<file path="src/rtl/lbike_input_conditioner_if.sv">
// Button and pulse bundle between the raw board inputs and the lightbike FSM.
// The master drives the buttons and TurnEnable, and the slave returns the conditioned pulses.
interface lbike_input_conditioner_if;
  logic BtnP1L;
  logic BtnP1R;
  logic BtnP2L;
  logic BtnP2R;
  logic BtnStart;
  logic BtnAck;
  logic TurnEnable;
  logic P1L;
  logic P1R;
  logic P2L;
  logic P2R;
  logic Start;
  logic Ack;

  modport master (
    output BtnP1L, BtnP1R, BtnP2L, BtnP2R, BtnStart, BtnAck, TurnEnable,
    input  P1L, P1R, P2L, P2R, Start, Ack
  );

  modport slave (
    input  BtnP1L, BtnP1R, BtnP2L, BtnP2R, BtnStart, BtnAck, TurnEnable,
    output P1L, P1R, P2L, P2R, Start, Ack
  );
endinterface

</file>
<file path="src/rtl/lbike_input_conditioner.sv">
// Synchronises and debounces six pushbuttons into single-cycle pulses, resolves
// same-player turn conflicts, and gates turns with TurnEnable.
module lbike_input_conditioner #(
  parameter int unsigned DB_CYCLES = 500000,
  parameter int unsigned CNT_W     = 19
) (
  input  logic                        Clk,
  input  logic                        Reset,
  lbike_input_conditioner_if.slave    io_bus
);

  localparam int unsigned N_CH = 6;
  localparam logic [CNT_W-1:0] CNT_MAX = CNT_W'(DB_CYCLES);

  typedef enum logic [1:0] {ST_IDLE, ST_ARM, ST_HELD, ST_REL} state_t;

  // Channel order: 0 P1L, 1 P1R, 2 P2L, 3 P2R, 4 Start, 5 Ack
  logic [N_CH-1:0]  w_btn;
  logic [N_CH-1:0]  r_s1;
  logic [N_CH-1:0]  r_s2;
  state_t           r_state    [N_CH];
  state_t           w_state_nxt[N_CH];
  logic [CNT_W-1:0] r_cnt      [N_CH];
  logic [CNT_W-1:0] w_cnt_nxt  [N_CH];
  logic [N_CH-1:0]  w_raw;
  logic [N_CH-1:0]  w_out_nxt;
  logic [N_CH-1:0]  r_out;

  assign w_btn = {io_bus.BtnAck, io_bus.BtnStart, io_bus.BtnP2R,
                  io_bus.BtnP2L, io_bus.BtnP1R, io_bus.BtnP1L};

  // State, counter and synchroniser registers
  always_ff @(posedge Clk or posedge Reset) begin
    if (Reset) begin
      r_s1 <= '0;
      r_s2 <= '0;
      for (int i = 0; i < N_CH; i++) begin
        r_state[i] <= ST_IDLE;
        r_cnt[i]   <= '0;
      end
    end else begin
      r_s1 <= w_btn;
      r_s2 <= r_s1;
      for (int i = 0; i < N_CH; i++) begin
        r_state[i] <= w_state_nxt[i];
        r_cnt[i]   <= w_cnt_nxt[i];
      end
    end
  end

  // Next state; the counter clears on every transition and stops at CNT_MAX
  always_comb begin
    for (int i = 0; i < N_CH; i++) begin
      w_state_nxt[i] = r_state[i];
      w_cnt_nxt[i]   = '0;
      case (r_state[i])
        ST_IDLE: begin
          if (r_s2[i]) w_state_nxt[i] = ST_ARM;
        end
        ST_ARM: begin
          if (r_cnt[i] == CNT_MAX)  w_state_nxt[i] = ST_HELD;
          else if (!r_s2[i])        w_state_nxt[i] = ST_IDLE;
          else                      w_cnt_nxt[i]   = r_cnt[i] + CNT_W'(1);
        end
        ST_HELD: begin
          if (!r_s2[i]) w_state_nxt[i] = ST_REL;
        end
        ST_REL: begin
          if (r_cnt[i] == CNT_MAX)  w_state_nxt[i] = ST_IDLE;
          else if (r_s2[i])         w_state_nxt[i] = ST_HELD;
          else                      w_cnt_nxt[i]   = r_cnt[i] + CNT_W'(1);
        end
        default: w_state_nxt[i] = ST_IDLE;
      endcase
    end
  end

  // Raw press pulse: the cycle ARM completes its stable-high count
  always_comb begin
    w_raw = '0;
    for (int i = 0; i < N_CH; i++) begin
      w_raw[i] = (r_state[i] == ST_ARM) && (r_cnt[i] == CNT_MAX);
    end
  end

  // Same-player L+R cancels both; turns are dropped when not enabled
  always_comb begin
    w_out_nxt    = '0;
    w_out_nxt[0] = w_raw[0] & ~w_raw[1] & io_bus.TurnEnable;
    w_out_nxt[1] = w_raw[1] & ~w_raw[0] & io_bus.TurnEnable;
    w_out_nxt[2] = w_raw[2] & ~w_raw[3] & io_bus.TurnEnable;
    w_out_nxt[3] = w_raw[3] & ~w_raw[2] & io_bus.TurnEnable;
    w_out_nxt[4] = w_raw[4];
    w_out_nxt[5] = w_raw[5];
  end

  always_ff @(posedge Clk or posedge Reset) begin
    if (Reset) r_out <= '0;
    else       r_out <= w_out_nxt;
  end

  assign io_bus.P1L   = r_out[0];
  assign io_bus.P1R   = r_out[1];
  assign io_bus.P2L   = r_out[2];
  assign io_bus.P2R   = r_out[3];
  assign io_bus.Start = r_out[4];
  assign io_bus.Ack   = r_out[5];

endmodule

</file>
<file path="src/flat_wrapper.sv">
// flat-port wrapper written by rule: the top's interface ports become plain ports
module lbike_input_conditioner_flat 
#(
  parameter int unsigned DB_CYCLES = 500000,
  parameter int unsigned CNT_W     = 19
)
  (Clk, Reset, io_bus_BtnP1L, io_bus_BtnP1R, io_bus_BtnP2L, io_bus_BtnP2R, io_bus_BtnStart, io_bus_BtnAck, io_bus_TurnEnable, io_bus_P1L, io_bus_P1R, io_bus_P2L, io_bus_P2R, io_bus_Start, io_bus_Ack);
  lbike_input_conditioner_if io_bus_i ();
  input  logic Clk;
  input  logic Reset;
  input wire logic [$bits(io_bus_i.BtnP1L)-1:0] io_bus_BtnP1L;
  input wire logic [$bits(io_bus_i.BtnP1R)-1:0] io_bus_BtnP1R;
  input wire logic [$bits(io_bus_i.BtnP2L)-1:0] io_bus_BtnP2L;
  input wire logic [$bits(io_bus_i.BtnP2R)-1:0] io_bus_BtnP2R;
  input wire logic [$bits(io_bus_i.BtnStart)-1:0] io_bus_BtnStart;
  input wire logic [$bits(io_bus_i.BtnAck)-1:0] io_bus_BtnAck;
  input wire logic [$bits(io_bus_i.TurnEnable)-1:0] io_bus_TurnEnable;
  output wire logic [$bits(io_bus_i.P1L)-1:0] io_bus_P1L;
  output wire logic [$bits(io_bus_i.P1R)-1:0] io_bus_P1R;
  output wire logic [$bits(io_bus_i.P2L)-1:0] io_bus_P2L;
  output wire logic [$bits(io_bus_i.P2R)-1:0] io_bus_P2R;
  output wire logic [$bits(io_bus_i.Start)-1:0] io_bus_Start;
  output wire logic [$bits(io_bus_i.Ack)-1:0] io_bus_Ack;
  assign io_bus_i.BtnP1L = io_bus_BtnP1L;
  assign io_bus_i.BtnP1R = io_bus_BtnP1R;
  assign io_bus_i.BtnP2L = io_bus_BtnP2L;
  assign io_bus_i.BtnP2R = io_bus_BtnP2R;
  assign io_bus_i.BtnStart = io_bus_BtnStart;
  assign io_bus_i.BtnAck = io_bus_BtnAck;
  assign io_bus_i.TurnEnable = io_bus_TurnEnable;
  assign io_bus_P1L = io_bus_i.P1L;
  assign io_bus_P1R = io_bus_i.P1R;
  assign io_bus_P2L = io_bus_i.P2L;
  assign io_bus_P2R = io_bus_i.P2R;
  assign io_bus_Start = io_bus_i.Start;
  assign io_bus_Ack = io_bus_i.Ack;
  lbike_input_conditioner #(.DB_CYCLES(DB_CYCLES), .CNT_W(CNT_W)) u_core (.Clk(Clk), .Reset(Reset), .io_bus(io_bus_i));
endmodule
</file>
<file path="config.mk">
export PLATFORM = sky130hd
export DESIGN_NAME = lbike_input_conditioner_flat
export DESIGN_NICKNAME = d
export VERILOG_FILES = /design/src/rtl/lbike_input_conditioner_if.sv /design/src/rtl/lbike_input_conditioner.sv /design/src/flat_wrapper.sv
export SDC_FILE = /design/constraint.sdc
export NUM_CORES = 1
export LEC_CHECK = 0
export BUFFER_PORTS_ARGS = -buffer_cell sky130_fd_sc_hd__buf_2
export CAP_MARGIN = 20
export CORE_MARGIN = 10
export CORE_UTILIZATION = 30
export CTS_BUF_LIST = sky130_fd_sc_hd__clkbuf_4 sky130_fd_sc_hd__clkbuf_8 sky130_fd_sc_hd__clkbuf_16
export CTS_CLUSTER_DIAMETER = 200
export DETAILED_ROUTE_END_ITERATION = 10
export GPL_ROUTABILITY_DRIVEN = 0
export PLACE_DENSITY = 0.53
export SLEW_MARGIN = 20
export SYNTH_ARGS = -nofsm -noshare
export SYNTH_HDL_FRONTEND = slang
export SYNTH_SLANG_ARGS = --single-unit
</file>
<file path="constraint.sdc">
create_clock -name Clk -period 10.9 [get_ports Clk]
set_clock_uncertainty 0.05 [all_clocks]
set_input_delay 3.27 -clock Clk [delete_from_list [all_inputs] [get_ports Clk]]
set_output_delay 3.27 -clock Clk [all_outputs]
set_load 0.02 [all_outputs]
</file>
==> impl_metrics.env, run 1 <==
export IMPL_outcome="finished clean"
export IMPL_tns_ps=0
export IMPL_clk_pin_slew_ps=60
export IMPL_wl_per_cell_um=12.61
export IMPL_grt_setup_unrepaired="false"
export IMPL_period_share_pct=39.34
export IMPL_path_buf_inv=1
export IMPL_seqCellArea_um2=3603
export IMPL_nets=757
export IMPL_die_x_um=173.4
export IMPL_hold_slack_ps=297.1
export IMPL_synthesis_area_um2=7063
export IMPL_cts_setup_buffers=0
export IMPL_grt_pass1_vias=5000
export IMPL_critPathMaxStageDelay_ps=380
export IMPL_hold_violations=0
export IMPL_avgSynthCellArea_um2=9.837
export IMPL_grt_pass1_wl_um=23910
export IMPL_drive_above_1_share_pct=7.877
export IMPL_cp_start_kind="flip-flop"
export IMPL_crit_chain="buf_2"
export IMPL_h_tree_depth=4
export IMPL_final_core_util_pct=34.60
export IMPL_drt_iter0_markers=263
export IMPL_drcViolationCount=0
export IMPL_crit_slowest_cell="dfrtp_1"
export IMPL_hold_class="reg2reg"
export IMPL_max_freq_mhz=233.2
export IMPL_placed_cells=1036
export IMPL_relSlewSlack_pct=43.46
export IMPL_crit_arrival_ps=970
export IMPL_grt_usage_pct=9.339
export IMPL_io_pins=15
export IMPL_clock_path_buffers=2
export IMPL_overflow=0
export IMPL_cts_root_buf="clkbuf_16"
export IMPL_multi_input_area_um2=3216
export IMPL_finalMaxSlewViolations=0
export IMPL_rows=56
export IMPL_critical_path_class="reg2out"
export IMPL_fin_total_pwr_mw=1.176
export IMPL_start_util_pct=30.27
export IMPL_synth_seq_cells=144
export IMPL_yosys_warnings=0
export IMPL_tritoncts="done"
export IMPL_setup_violations=0
export IMPL_diodes=0
export IMPL_vias_per_cell=4.684
export IMPL_hold_buffers=0
export IMPL_core_area_um2=23330
export IMPL_crit_path_end_kind="primary output"
export IMPL_worstMarginPinSlew_ps=845.7
export IMPL_critical_path_top_delay_family="flip-flops"
export IMPL_hpwl_um=8944
export IMPL_ant_nets=0
export IMPL_syn2layout_area_growth_pct=14.31
export IMPL_clkLatencyLatePin_ps=420
export IMPL_crit_fanout=1
export IMPL_seq_area_frac_synth_pct=51.02
export IMPL_die_y_um=173.4
export IMPL_antenna_found_initial=0
export IMPL_cts_buffers=17
export IMPL_nFillCells=2366
export IMPL_grt_max_degree=79
export IMPL_required_ps=7580
export IMPL_port_buffers=14
export IMPL_power_density_nw_per_um2=145.7
export IMPL_peakVddDrop_mv=0.08357
export IMPL_synth_distinct_cells=51
export IMPL_finalCriticalPeriod_ps=4288
export IMPL_num_vias=5003
export IMPL_drv_cap=0
export IMPL_p_leak_nw=3.095
export IMPL_drt_wl_total_um=13470
export IMPL_synth_nets=739
export IMPL_syn_instance_count=718
export IMPL_cts_repair_resized=0
export IMPL_drtPass1Iterations=4
export IMPL_stdcell_count=1068
export IMPL_clock_sink_count=144
export IMPL_dieArea_um2=30080
==> worst paths after layout <==
path                                           start                        end  slack [ps]  cells after the start
min                         u_core.r_s1[4]$_DFF_PP0_   u_core.r_s2[4]$_DFF_PP0_         300                      0
min reg2reg                 u_core.r_s1[4]$_DFF_PP0_   u_core.r_s2[4]$_DFF_PP0_         300                      0
max in group asynchronous                      Reset  u_core.r_cnt[5]$_DFF_PP0_        6810                      3
max                        u_core.r_out[0]$_DFF_PP0_                 io_bus_P1L        6610                      1
max reg2reg                u_core.r_cnt[0]$_DFF_PP0_  u_core.r_cnt[4]$_DFF_PP0_        8620                      6
min in group asynchronous                      Reset  u_core.r_out[3]$_DFF_PP0_        2860                      2
==> layer usage <==
layer  vias up  share of wire [%]  global-route usage (%)
met5         -                  0                       0
met4         0                1.4                   3.953
met3        16                2.5                   2.396
met2        52                 46                   14.53
met1      2399                 50                   12.05
li1       2536                  -                       -
==> cells in the final DEF (no fill, tap or decap), types with 3 or more instances in the layout <==
cell type,count
and2_1,5
nor2_1,116
buf_2,14
nor3_1,21
nor4b_1,8
xor2_1,26
a21oi_1,16
bufinv_16,3
clkinvlp_4,4
nand2b_1,3
clkbuf_16,17
or4_1,6
nand4b_1,3
o21ai_0,6
a21o_1,3
inv_1,39
xnor2_1,72
dfrtp_1,144
clkinv_4,4
ha_1,12
o31ai_1,3
nand2_1,43
nand4_1,36
and4_1,6
or3_1,9
inv_6,4
nor4_1,37
nor2b_1,3
and3_1,11
nand3_1,39
==> final cells by class <==
type | instances | area share (%)
clock buffer | 17 | 5.269
clock inverter | 15 | 2.309
inverter | 42 | 2.015
multi-input combinational | 516 | 39.83
sequential | 144 | 44.63
tap | 319 | 4.943
timing repair buffer | 15 | 1.007
==> state kept, by name (all words and copies together), names as in the netlist <==
name	count
u_core.r_cnt	114
u_core.r_s1	6
u_core.r_state	12
u_core.r_out	6
u_core.r_s2	6
==> synth_stat cells, drive strengths merged <==
master / number / share of area (%)
dfrtp: 144 / 51
nor2: 116 / 6.2
xnor2: 72 / 8.9
nand2: 43 / 2.3
inv: 42 / 2.2
nand3: 39 / 2.8
nand4: 38 / 3.5
nor4: 37 / 3.3
xor2: 26 / 3.2
nor3: 22 / 1.6
a21oi: 16 / 1.1
buf: 12 / 1.0
ha: 12 / 2.1
and3: 11 / 0.97
or3: 9 / 0.80
nor4b: 8 / 0.99
or4: 7 / 0.80
and4: 6 / 0.74
o21ai: 6 / 0.43
and2: 5 / 0.44
clkbuf: 4 / 0.21
o31ai: 4 / 0.62
a21o: 3 / 0.32
nand2b: 3 / 0.27
nand4b: 3 / 0.37
nor2b: 3 / 0.27
a211oi: 2 / 0.21
a31o: 2 / 0.25
a41o: 2 / 0.28
and3b: 2 / 0.25
nand3b: 2 / 0.21
o211ai: 2 / 0.35
o21a: 2 / 0.21
o311a: 2 / 0.28
or2: 2 / 0.18
or4b: 2 / 0.28
a2111oi: 1 / 0.12
a311oi: 1 / 0.12
nand4bb: 1 / 0.16
nor3b: 1 / 0.11
nor4bb: 1 / 0.14
o211a: 1 / 0.14
o31a: 1 / 0.12
==> stage by stage <==
stage	area [um2]	worst slack, ps
6_report	8074	6612
4_1_cts	8070	6377
3_3_place_gp	7458	5906
2_1_floorplan	7063	3714
5_1_grt	8074	6548
3_5_place_dp	7458	5913
==> report_power, final <==
group / internal, mW / switching [mW] / leakage (nW)
combinational: 0.00694 / 0.0223 / 0.844
sequential: 0.540 / 0.00502 / 1.96
clock: 0.363 / 0.239 / 0.286
==> kinds of logic after synthesis <==
group                    Yosys count  share of synthesized area, %
AO/OA/AOI/OAI                     45                         4.606
XOR/XNOR                          98                         12.15
adder cells (fa/ha/maj)           12                         2.126
buffers and inverters             58                         3.454
flip-flops                       144                         51.02
AND/OR/NAND/NOR                  361                         26.64
(Power assumes the default switching activity.)
==> run 2, diff against run 1 <==
- clock period: 10.9 -> 4.03 ns (I/O delays scaled with it)
==> run 2 against run 1 <==
  * Cell count unchanged
  * Die area did not move
  * Clock-buffer cell count rose by 3
  * Hold slack is essentially flat
  * Wire length increased by 2.5%
  * Critical endpoint unchanged
  * Final area grew 0.77%
  * Total power increased to 2.8 times the previous value
  * Register-to-register slack got worse by 6800 ps
  * Critical path type unchanged
  * Highest routed layer unchanged
  * Worst setup slack got worse by 4800 ps
  * Critical path depth stayed put
==> impl_metrics.env, run 2 (synthesis gave the netlist of run 1 again) <==
export IMPL_period_share_pct=56.00
export IMPL_port_buffers=14
export IMPL_critical_path_class="reg2out"
export IMPL_cts_root_buf="clkbuf_16"
export IMPL_cts_repair_resized=0
export IMPL_critical_path_top_delay_family="flip-flops"
export IMPL_nets=758
export IMPL_dieArea_um2=30080
export IMPL_critPathMaxStageDelay_ps=400
export IMPL_drv_cap=0
export IMPL_cp_start_kind="flip-flop"
export IMPL_crit_path_end_kind="primary output"
export IMPL_crit_chain="buf_2"
export IMPL_cts_setup_buffers=0
export IMPL_overflow=0
export IMPL_drcViolationCount=0
export IMPL_p_leak_nw=3.136
export IMPL_die_x_um=173.4
export IMPL_drive_above_1_share_pct=7.877
export IMPL_vias_per_cell=4.743
export IMPL_grt_max_degree=82
export IMPL_path_buf_inv=1
export IMPL_ant_nets=0
export IMPL_core_area_um2=23330
export IMPL_cts_buffers=17
export IMPL_wl_per_cell_um=12.93
export IMPL_largest_reg_flops=114
export IMPL_drtPass1Iterations=4
export IMPL_final_common_cell="dfrtp_1"
export IMPL_clock_path_buffers=2
export IMPL_drt_wl_total_um=13810
export IMPL_diodes=0
export IMPL_grt_setup_unrepaired="false"
export IMPL_power_density_nw_per_um2=402.9
export IMPL_final_cell_mix="dfrtp_1 (144), nor2_1 (116), xnor2_1 (72)"
export IMPL_place_ws_ps=1847
export IMPL_num_vias=5066
export IMPL_grt_pass1_vias=5075
export IMPL_die_y_um=173.4
export IMPL_outcome="finished clean"
export IMPL_start_util_pct=30.27
export IMPL_grt_pass1_wl_um=24690
export IMPL_antenna_found_initial=0
export IMPL_io_pins=15
export IMPL_hold_class="reg2reg"
export IMPL_rows=56
export IMPL_crit_arrival_ps=1000
export IMPL_crit_fanout=1
export IMPL_hpwl_um=9106
export IMPL_grt_usage_pct=9.752
export IMPL_drt_iter0_markers=398
export IMPL_hold_violations=0
export IMPL_setup_violations=0
export IMPL_finalCriticalPeriod_ps=2257
export IMPL_setup_ws_ps=1773
export IMPL_clock_sink_count=144
export IMPL_tritoncts="done"
export IMPL_tns_ps=0
export IMPL_worstMarginPinSlew_ps=834.8
export IMPL_h_tree_depth=4
export IMPL_peakVddDrop_mv=0.2082
export IMPL_syn2layout_area_growth_pct=15.20
export IMPL_max_freq_mhz=443.1
export IMPL_regMostFlops="u_core.r_cnt"
export IMPL_clk_pin_slew_ps=60
export IMPL_clkLatencyLatePin_ps=420
export IMPL_relSlewSlack_pct=44.18
export IMPL_nFillCells=2372
export IMPL_top_regs="u_core.r_cnt x114, u_core.r_state x12"
export IMPL_hold_buffers=0
export IMPL_required_ps=2770
export IMPL_finalMaxSlewViolations=0
export IMPL_crit_slowest_cell="dfrtp_1"
==> run 2: path summary, 6_finish.rpt <==
check	from	endpoint	slack, ps	cells past startpoint
hold / removal	u_core.r_s1[4]$_DFF_PP0_	u_core.r_s2[4]$_DFF_PP0_	300	0
setup / recovery	u_core.r_out[0]$_DFF_PP0_	io_bus_P1L	1770	1
setup reg to reg	u_core.r_cnt[85]$_DFF_PP0_	u_core.r_cnt[87]$_DFF_PP0_	1860	4
max in group asynchronous	Reset	u_core.r_cnt[26]$_DFF_PP0_	2590	3
min in group asynchronous	Reset	u_core.r_cnt[18]$_DFF_PP0_	650	2
hold reg to reg	u_core.r_s1[4]$_DFF_PP0_	u_core.r_s2[4]$_DFF_PP0_	300	0
==> run 2: metal layers <==
layer  up-vias  track usage, %  routed length [um]
met1      2427           12.90                6919
li1       2549               -                   -
met4         0           3.593                 158
met3        10           2.527                 466
met2        80           15.01                6261
met5         -               0                   0
==> run 2: final cells by class <==
class | count | area (um2) | area share (%)
Clock inverter | 11 | 186.4 | 2.291
Sequential cell | 144 | 3603 | 44.29
Clock buffer | 20 | 460.4 | 5.659
Tap cell | 319 | 399.1 | 4.905
Inverter | 42 | 161.4 | 1.984
Timing Repair Buffer | 16 | 110.1 | 1.353
Multi-Input combinational cell | 516 | 3216 | 39.52
==> run 2: report_power, final <==
| group | switching (mW) | internal (mW) | total [mW] | leakage [nW] |
|---|---|---|---|---|
| sequential | 0.0121 | 1.46 | 1.47 | 1.96 |
| clock | 0.592 | 1.13 | 1.72 | 0.319 |
| combinational | 0.0607 | 0.0217 | 0.0824 | 0.853 |
| total | 0.665 | 2.61 | 3.28 | 3.14 |
==> run 2: per-stage QoR <==
stage               power (mW)  cell area [um2]  hold WS [ps]  std cells  util (%)
finish                   3.278             8137         297.0       1068     34.87
global route             3.413             8137         307.4       1068     34.87
CTS                      3.339             8137         298.3       1068     34.87
detailed placement       1.587             7490         284.7       1037     32.10
global placement         1.587             7490         281.8       1037     32.10
floorplan                1.558             7067         281.2        718         -
==> run 3, diff against run 2 <==
- clock period: 4.03 -> 2.17 ns (I/O delays scaled with it)
==> run 3 against run 2 <==
  * Sequential power is 86% higher
  * Global-route usage down 0.11 points
  * Wire length grew 0.65%
  * Non-clock buffer count is 17 higher
  * Hold slack got worse by 200 ps
  * Critical path type is now reg2reg
  * Combinational power rose by 110%
  * Critical endpoint is now u_core.r_out[3]$_DFF_PP0_
==> impl_metrics.env, run 3 (synthesis gave the netlist of run 1 again) <==
export IMPL_relSlewSlack_pct=58.58
export IMPL_placed_area_um2=7642
export IMPL_drtPass1Iterations=4
export IMPL_crit_chain="nor4b_1 > nand3b_1 > or3_1 > o311a_1"
export IMPL_finalCriticalPeriod_ps=1940
export IMPL_wl_per_cell_um=12.80
export IMPL_drt_iter0_markers=363
export IMPL_cts_setup_buffers=0
export IMPL_dieArea_um2=30080
export IMPL_clk_pin_slew_ps=60
export IMPL_drt_wl_total_um=13900
export IMPL_clock_path_buffers=2
export IMPL_grt_pass1_wl_um=24900
export IMPL_place_ws_ps=150.6
export IMPL_drive_above_1_share_pct=10.04
export IMPL_drv_cap=0
export IMPL_r2r_end="u_core.r_out[3]$_DFF_PP0_"
export IMPL_top_regs="u_core.r_cnt x114, u_core.r_state x12"
export IMPL_fin_area_um2=8305
export IMPL_syn2layout_area_growth_pct=17.59
export IMPL_worstMarginPinSlew_ps=615.6
export IMPL_crit_arrival_ps=2190
export IMPL_r2r_cells=4
export IMPL_clock_sink_count=144
export IMPL_start_util_pct=30.27
export IMPL_critPathMaxStageDelay_ps=440
export IMPL_final_cell_mix="dfrtp_1 (144), nor2_1 (116), xnor2_1 (72)"
export IMPL_cts_buffers=17
export IMPL_setup_ws_ps=230.1
export IMPL_port_buffers=14
export IMPL_final_common_cell="dfrtp_1"
export IMPL_die_x_um=173.4
export IMPL_grt_max_degree=82
export IMPL_die_y_um=173.4
export IMPL_clkLatencyLatePin_ps=420
export IMPL_critical_path_class="reg2reg"
export IMPL_grt_pass1_vias=5064
export IMPL_tritoncts="done"
export IMPL_crit_path_end_kind="flip-flop"
export IMPL_top_layer="met4"
export IMPL_max_freq_mhz=515.5
export IMPL_hold_buffers=0
export IMPL_crit_slowest_cell="dfrtp_1"
export IMPL_crit_start="u_core.r_cnt[66]$_DFF_PP0_"
export IMPL_r2r_start="u_core.r_cnt[66]$_DFF_PP0_"
export IMPL_rows=56
export IMPL_antenna_found_initial=0
export IMPL_overflow=0
export IMPL_largest_reg_flops=114
export IMPL_period_share_pct=89.40
export IMPL_setup_violations=0
export IMPL_nFillCells=2352
export IMPL_regMostFlops="u_core.r_cnt"
export IMPL_crit_fanout=6
export IMPL_finalMaxSlewViolations=0
export IMPL_diodes=0
export IMPL_peakVddDrop_mv=0.3876
export IMPL_h_tree_depth=4
export IMPL_outcome="finished clean"
export IMPL_p_leak_nw=3.234
export IMPL_hold_class="in2async"
export IMPL_drcViolationCount=0
export IMPL_power_density_nw_per_um2=743.6
export IMPL_route_met3_wl_um=380
export IMPL_met2WireLength_um=6418
export IMPL_wl_met1_um=6971
export IMPL_cts_root_buf="clkbuf_16"
export IMPL_grt_usage_pct=9.647
export IMPL_hpwl_um=9451
export IMPL_stdcell_count=1086
export IMPL_r2r_slack_ps=230
export IMPL_cp_start_kind="flip-flop"
export IMPL_num_vias=5132
export IMPL_nets=775
export IMPL_required_ps=2420
export IMPL_grt_setup_unrepaired="false"
export IMPL_cts_repair_resized=0
export IMPL_seqCellArea_um2=3603
export IMPL_tns_ps=0
export IMPL_final_core_util_pct=35.60
export IMPL_ant_nets=0
export IMPL_core_area_um2=23330
export IMPL_vias_per_cell=4.726
export IMPL_io_pins=15
export IMPL_placed_cells=1054
export IMPL_hold_violations=0
export IMPL_multi_input_area_um2=3216
==> run 3: routing by layer <==
layer  vias to the layer above  global-route usage [%]
li1                       2581                       -
met1                      2502                   12.99
met2                        41                   14.93
met3                         8                   2.679
met4                         0                   2.443
met5                         -                       0
==> run 3: how the worst max path moves through the flow <==
stage                                end  cells past startpoint  slack (ps)
3_5_place_dp   u_core.r_out[0]$_DFF_PP0_                      4         150
4_1_cts        u_core.r_out[0]$_DFF_PP0_                      4         150
2_1_floorplan  u_core.r_cnt[0]$_DFF_PP0_                      1        -340
3_3_place_gp   u_core.r_out[0]$_DFF_PP0_                      4         200
6_report       u_core.r_out[3]$_DFF_PP0_                      4         230
5_1_grt        u_core.r_out[0]$_DFF_PP0_                      6          90
==> run 3: worst max-delay path: cells and delay by family (launching register included) <==
kind,cells,cell delay (ps)
AOI/OAI and AO/OA,1,310
DFF,1,440
and+or+nand+nor,3,1030
==> run 3: area by class of cell <==
type	count	area share (%)
sequential	144	43.39
tap	319	4.806
clock inverter	12	2.440
multi-input combinational	516	38.72
inverter	42	1.943
timing repair buffer	33	3.164
clock buffer	20	5.544
==> run 3: power breakdown <==
part	switching [mW]	leakage, nW	internal, mW
Clock	1.15	0.325	2.12
Combinational	0.116	0.945	0.0544
Sequential	0.0227	1.96	2.71
Total	1.29	3.23	4.89
==> run 3: metrics by stage <==
step	total power, mW	hold slack [ps]
after floorplan	2.894	281.2
after global placement	2.965	287.5
after detailed placement	2.965	285.5
after CTS	6.287	87.14
after global routing	6.420	100.7
final	6.176	101.0
